==> config.mk <==
export PLATFORM = sky130hd
export DESIGN_NAME = gp_pre_stage
export DESIGN_NICKNAME = d
export VERILOG_FILES = /design/src/rtl/adder_pkg.sv /design/src/rtl/gp_skid_buf.sv /design/src/rtl/gp_pre_stage.sv
export SDC_FILE = /design/constraint.sdc
export NUM_CORES = 1
export LEC_CHECK = 0
export CORE_MARGIN = 2
export CORE_UTILIZATION = 51
export DETAILED_ROUTE_END_ITERATION = 10
export PLACE_DENSITY = 0.8
export SLEW_MARGIN = 20
export SYNTH_ARGS = -nofsm -noshare
export SYNTH_HDL_FRONTEND = slang
export SYNTH_SLANG_ARGS = --single-unit
==> constraint.sdc <==
create_clock -name clk -period 2.1 [get_ports clk]
set_input_delay 0.42 -clock clk [delete_from_list [all_inputs] [get_ports clk]]
set_output_delay 0.42 -clock clk [all_outputs]
set_load 0.005 [all_outputs]
==> src/rtl/adder_pkg.sv <==
// Shared definitions for the parallel-prefix adder pipeline stages.
// The g/p word layout and skid-buffer state encoding are reused by the tree and sum stages.
package adder_pkg;

  localparam int ADDER_WIDTH = 16;

  typedef struct packed {
    logic [ADDER_WIDTH-1:0] g;
    logic [ADDER_WIDTH-1:0] p;
    logic                   cin;
  } gp_word_t;

  // Encoded as {main valid, skid valid}, so each bit doubles as an entry-valid flag.
  typedef enum logic [1:0] {
    SKID_EMPTY = 2'b00,
    SKID_ONE   = 2'b10,
    SKID_FULL  = 2'b11
  } skid_state_e;

endpackage

==> src/rtl/gp_skid_buf.sv <==
// Generic 2-entry valid/ready skid buffer: main register drives the outputs,
// skid register absorbs one word of backpressure so in_ready comes straight from a flop.
module gp_skid_buf
  import adder_pkg::*;
#(
  parameter int DW = 33
) (
  input  logic          clk,
  input  logic          rst_n,
  input  logic          in_valid,
  output logic          in_ready,
  input  logic [DW-1:0] in_data,
  output logic          out_valid,
  input  logic          out_ready,
  output logic [DW-1:0] out_data
);

  skid_state_e   state_q, state_d;
  logic [DW-1:0] m_q, m_d;
  logic [DW-1:0] s_q, s_d;
  logic          in_xfer;
  logic          out_xfer;

  assign in_ready  = ~state_q[0];
  assign out_valid = state_q[1];
  assign out_data  = m_q;
  assign in_xfer   = in_valid & in_ready;
  assign out_xfer  = out_valid & out_ready;

  always_ff @(posedge clk or negedge rst_n) begin
    if (!rst_n) begin
      state_q <= SKID_EMPTY;
      m_q     <= '0;
      s_q     <= '0;
    end else begin
      state_q <= state_d;
      m_q     <= m_d;
      s_q     <= s_d;
    end
  end

  always_comb begin
    state_d = state_q;
    m_d     = m_q;
    s_d     = s_q;
    case (state_q)
      SKID_EMPTY: begin
        if (in_xfer) begin
          m_d     = in_data;
          state_d = SKID_ONE;
        end
      end
      SKID_ONE: begin
        if (out_xfer && in_xfer) begin
          m_d = in_data;
        end else if (out_xfer) begin
          state_d = SKID_EMPTY;
        end else if (in_xfer) begin
          s_d     = in_data;
          state_d = SKID_FULL;
        end
      end
      SKID_FULL: begin
        // Upstream is blocked here, so only the drain into the main register can happen.
        if (out_xfer) begin
          m_d     = s_q;
          state_d = SKID_ONE;
        end
      end
      default: state_d = SKID_EMPTY;
    endcase
  end

endmodule

==> src/rtl/gp_pre_stage.sv <==
// Front stage of the prefix adders: bitwise generate/propagate with optional
// carry-in fold into bit 0, registered through a skid buffer.
module gp_pre_stage
  import adder_pkg::*;
#(
  parameter int WIDTH    = ADDER_WIDTH,
  parameter bit FOLD_CIN = 1'b1
) (
  input  logic             clk,
  input  logic             rst_n,
  input  logic             in_valid,
  output logic             in_ready,
  input  logic [WIDTH-1:0] a,
  input  logic [WIDTH-1:0] b,
  input  logic             cin,
  output logic             out_valid,
  input  logic             out_ready,
  output logic [WIDTH-1:0] g_out,
  output logic [WIDTH-1:0] p_out,
  output logic             cin_out
);

  localparam int DW = 2 * WIDTH + 1;

  logic [WIDTH-1:0] g_pre;
  logic [WIDTH-1:0] p_pre;
  logic [DW-1:0]    word_in;
  logic [DW-1:0]    word_out;

  // p stays unfolded because the sum stage needs the raw a^b.
  always_comb begin
    p_pre = a ^ b;
    g_pre = a & b;
    if (FOLD_CIN) begin
      g_pre[0] = g_pre[0] | (p_pre[0] & cin);
    end
  end

  assign word_in = {g_pre, p_pre, cin};

  gp_skid_buf #(
    .DW(DW)
  ) u_skid (
    .clk      (clk),
    .rst_n    (rst_n),
    .in_valid (in_valid),
    .in_ready (in_ready),
    .in_data  (word_in),
    .out_valid(out_valid),
    .out_ready(out_ready),
    .out_data (word_out)
  );

  assign g_out   = word_out[DW-1 -: WIDTH];
  assign p_out   = word_out[WIDTH -: WIDTH];
  assign cin_out = word_out[0];

endmodule

==> summary.txt <==
GRT
  • Largest net degree at the start of global routing: 69
  • Wire length of the first global-routing pass: 10.3 mm
  • Global router's overall resource usage: 18.4%
  • Initial antenna violation count: 0
  • Vias in the first global route: 2,110
  • Total congestion overflow: 0

Setup path
  • Sort of element at the start of the critical path: flip-flop
  • Setup crit end: in_ready
  • Library cell contributing the largest single delay on the critical path: sky130_fd_sc_hd__clkdlybuf4s50_1
  • Register-to-Register Setup Slack: 330 ps
  • Category of the worst setup path capture point: output port
  • Endpoint of the worst-slack reg-to-reg timing path: u_skid.out_data[10]
  • Worst path max stage delay: 530 ps
  • Number of buffer and inverter instances along the worst setup path: 2
  • Beginning of the worst register-to-register path: u_skid.state_q[0]
  • Critical setup path kind: flip-flop to output port
  • Cell type group with the largest total delay on the critical path: buffers and inverters
  • Critical-path maximum fanout: 6
  • Number of gates on the worst path with buffers counted: 2
  • Required time of the critical path: 1680 ps
  • Number of cell instances on the worst register-to-register path: 6
  • Beginning of the critical path: u_skid.state_q[0]
  • Sequence of cells on the critical path: inv_1 > clkdlybuf4s50_1
  • WP data arrival: 1480 ps

Power and ir drop
  • Static leakage: 2.08 nW
  • Worst IR drop on VDD: 0.887 mV
  • Ratio of total power to cell area: 1470 nW/µm²

Placement
  • Total placed cells including tap cells: 366
  • Final weighted congestion in routability-driven placement: 0.759
  • Post-detail-place hpwl: 4.35 mm
  • IO Port Bufs: 71
  • Area after detailed placement: 4290 µm²

Final layout
  • Antenna diode instance count: 0
  • Layout net count: 358
  • Core Util, Final: 70.5%
  • Number of filler cells placed in the layout: 436
  • Number of standard cells in the layout, taps in and fillers out: 382
  • Fraction of layout instances using a drive strength above 1: 42.0%
  • Finished Cell Area: 4530 µm²
  • Area growth, synth to finish: 32.5%

STA
  • Worst-margin pin slew: 359 ps
  • Setup repair after global routing missed its margin: false
  • Share of the clock period used by the worst path after layout: 90.6%
  • Final Hold Fails: 0
  • Shortest period the worst path allows: 1900 ps
  • Relative slew slack: 76.1%
  • Worst setup skew after layout: 7.19 ps
  • Final setup violation count: 0
  • Upper clock frequency limit: 0.526 GHz
  • Max Transition Viols Final: 0
  • Setup TNS: 0 ps

Routing
  • Iter 0 DRT Violations: 61
  • Via count: 2,041
  • Antenna Violating Nets Remaining: 0
  • Detailed-route DRC error count: 8
  • Routed Wire Length: 6.17 mm
  • Average wire length per cell after detail routing: 16.2 µm
  • First drt pass iteration count: 8
  • Average via count per standard cell: 5.34

Clock tree
  • TritonCTS Buffers: 9
  • Max clock buf depth: 2
  • CTS sink cnt: 68
  • Clock latency at the later pin of the worst-skew pair: 340 ps
  • Number of post-CTS setup repair buffers: 0
  • Hold-fix buffers at CTS: 0
  • TritonCTS clock tree: yes
  • Clk slew on worst S/H paths: 70 ps
  • Root buf cell: sky130_fd_sc_hd__clkbuf_8
  • CTS H-tree depth: 3
  • Number of resized instances in the post-cts repair step: 0

Floorplan
  • Number of standard-cell rows in the floorplan: 29
  • Effective utilization at floorplan: 53.2%
  • Placeable Area: 6420 µm²
  • Horizontal extent of the die: 85.8 µm
  • Number of primary I/O pins: 72
  • Overall die area: 7370 µm²
  • Height of the chip: 85.8 µm

Synthesis
  • Synth Warn #: 0
  • Number of nets produced by synthesis: 278
  • Number of unique standard cell types used by synthesis: 21
  • Mean instance size in the synthesized netlist: 15.5 µm²
  • Netlist area before placement: 3410 µm²
  • Sequential element share of the synthesized area: 49.8%
  • Cell count after synthesis: 220
  • Register bit total from synthesis: 68

Status
  • Violations in the final reports: design-rule violations
  • Status: finished with violations

Run
  • MaxCap Viol Count: 0

Hold path
  • Tightest Hold Check Type: primary input to asynchronous set/reset pin
metrics by stage:
step / setup slack, ps / hold slack [ps] / total power (W)
CTS: 169 / 96.9 / 0.00676
floorplan: 377 / 124 / 0.00424
global placement: 92.0 / 465 / 0.00532
finish: 198 / 82.3 / 0.00666
global route: 122 / 90.4 / 0.00708
detailed placement: 51.5 / 474 / 0.00544
logic make-up after synthesis:
family                     after synthesis  synth area share [%]
AOI/OAI and AO/OA                       14                  3.11
adders and majority gates               21                  7.70
DFF                                     68                  49.8
muxes                                   97                  35.3
and+or+nand+nor                          7                  1.72
buffers and inverters                   13                  2.34
worst register-to-register path, delay by kind of cell, from the launching register on:
family          cells  cell delay (ps)
flops               1              450
fa+ha+maj           1              300
compound gates      1              110
simple gates        1              120
buf+inv             2              370
mux                 1              320
worst min path at each step:
stage	depth (start not counted)	endpoint	slack, ps
6_report	2	u_skid.s_q[0]	80
4_1_cts	2	u_skid.out_data[31]	100
5_1_grt	2	u_skid.s_q[0]	90
2_1_floorplan	0	u_skid.out_data[0]	120
3_5_place_dp	2	u_skid.s_q[0]	470
3_3_place_gp	2	u_skid.s_q[17]	460
cell type report:
| class | instances | area, µm² | area share (%) |
|---|---|---|---|
| Sequential cell | 68 | 1700 | 37.6 |
| Multi-Input combinational cell | 139 | 1640 | 36.1 |
| Tap cell | 77 | 96.3 | 2.13 |
| Inverter | 3 | 11.3 | 0.249 |
| Clock buffer | 10 | 128 | 2.82 |
| Timing Repair Buffer | 79 | 841 | 18.6 |
| Clock inverter | 6 | 113 | 2.49 |
layout by cell type (no fill, tap or decap), types with 2 or more instances in the layout:
cell and count:
sky130_fd_sc_hd__inv_1 3, sky130_fd_sc_hd__buf_12 6, sky130_fd_sc_hd__dfrtp_1 68, sky130_fd_sc_hd__mux2_4 30, sky130_fd_sc_hd__clkdlybuf4s50_1 70, sky130_fd_sc_hd__clkbuf_8 9
sky130_fd_sc_hd__a21oi_1 3, sky130_fd_sc_hd__clkinv_4 2, sky130_fd_sc_hd__mux2_2 67, sky130_fd_sc_hd__nand2_1 3, sky130_fd_sc_hd__buf_4 2, sky130_fd_sc_hd__bufinv_16 3
sky130_fd_sc_hd__ha_1 20, sky130_fd_sc_hd__o21ai_0 4
synthesized netlist by cell type:
cell type | count | area, µm²
sky130_fd_sc_hd__dfrtp_1 | 68 | 1700
sky130_fd_sc_hd__mux2_2 | 67 | 754
sky130_fd_sc_hd__mux2_4 | 30 | 450
sky130_fd_sc_hd__ha_1 | 21 | 263
sky130_fd_sc_hd__buf_2 | 7 | 35.0
sky130_fd_sc_hd__o21ai_0 | 4 | 20.0
sky130_fd_sc_hd__a21oi_1 | 3 | 15.0
sky130_fd_sc_hd__buf_6 | 3 | 33.8
sky130_fd_sc_hd__inv_1 | 3 | 11.3
sky130_fd_sc_hd__nand2_1 | 3 | 11.3
sky130_fd_sc_hd__a211oi_1 | 1 | 7.51
sky130_fd_sc_hd__a22o_1 | 1 | 8.76
sky130_fd_sc_hd__a22oi_4 | 1 | 21.3
sky130_fd_sc_hd__a31oi_1 | 1 | 6.26
sky130_fd_sc_hd__nand2_2 | 1 | 6.26
sky130_fd_sc_hd__nand2b_2 | 1 | 8.76
sky130_fd_sc_hd__nand3b_4 | 1 | 20.0
sky130_fd_sc_hd__nand4_2 | 1 | 12.5
sky130_fd_sc_hd__o21ai_2 | 1 | 8.76
sky130_fd_sc_hd__o2bb2a_1 | 1 | 10.0
sky130_fd_sc_hd__o2bb2ai_1 | 1 | 8.76
per-layer routing:
layer,vias up,part of all wire (%),global-route usage (%)
met2,60,47,28.1
met1,1013,45,24.1
met3,5,7.7,8.08
li1,963,-,-
met5,-,0,0
met4,0,0.65,4.76
power by group:
group / switching [W] / internal, W
sequential: 0.000321 / 0.00192
combinational: 0.00107 / 0.00207
clock: 0.000486 / 0.000791
total: 0.00188 / 0.00478
state kept, by name (all words and copies together) (netlist names):
| signal | cells |
|---|---|
| u_skid.s_q | 33 |
| u_skid.out_data | 33 |
| u_skid.state_q | 2 |
No activity file was read; power rests on OpenSTA's default activity.
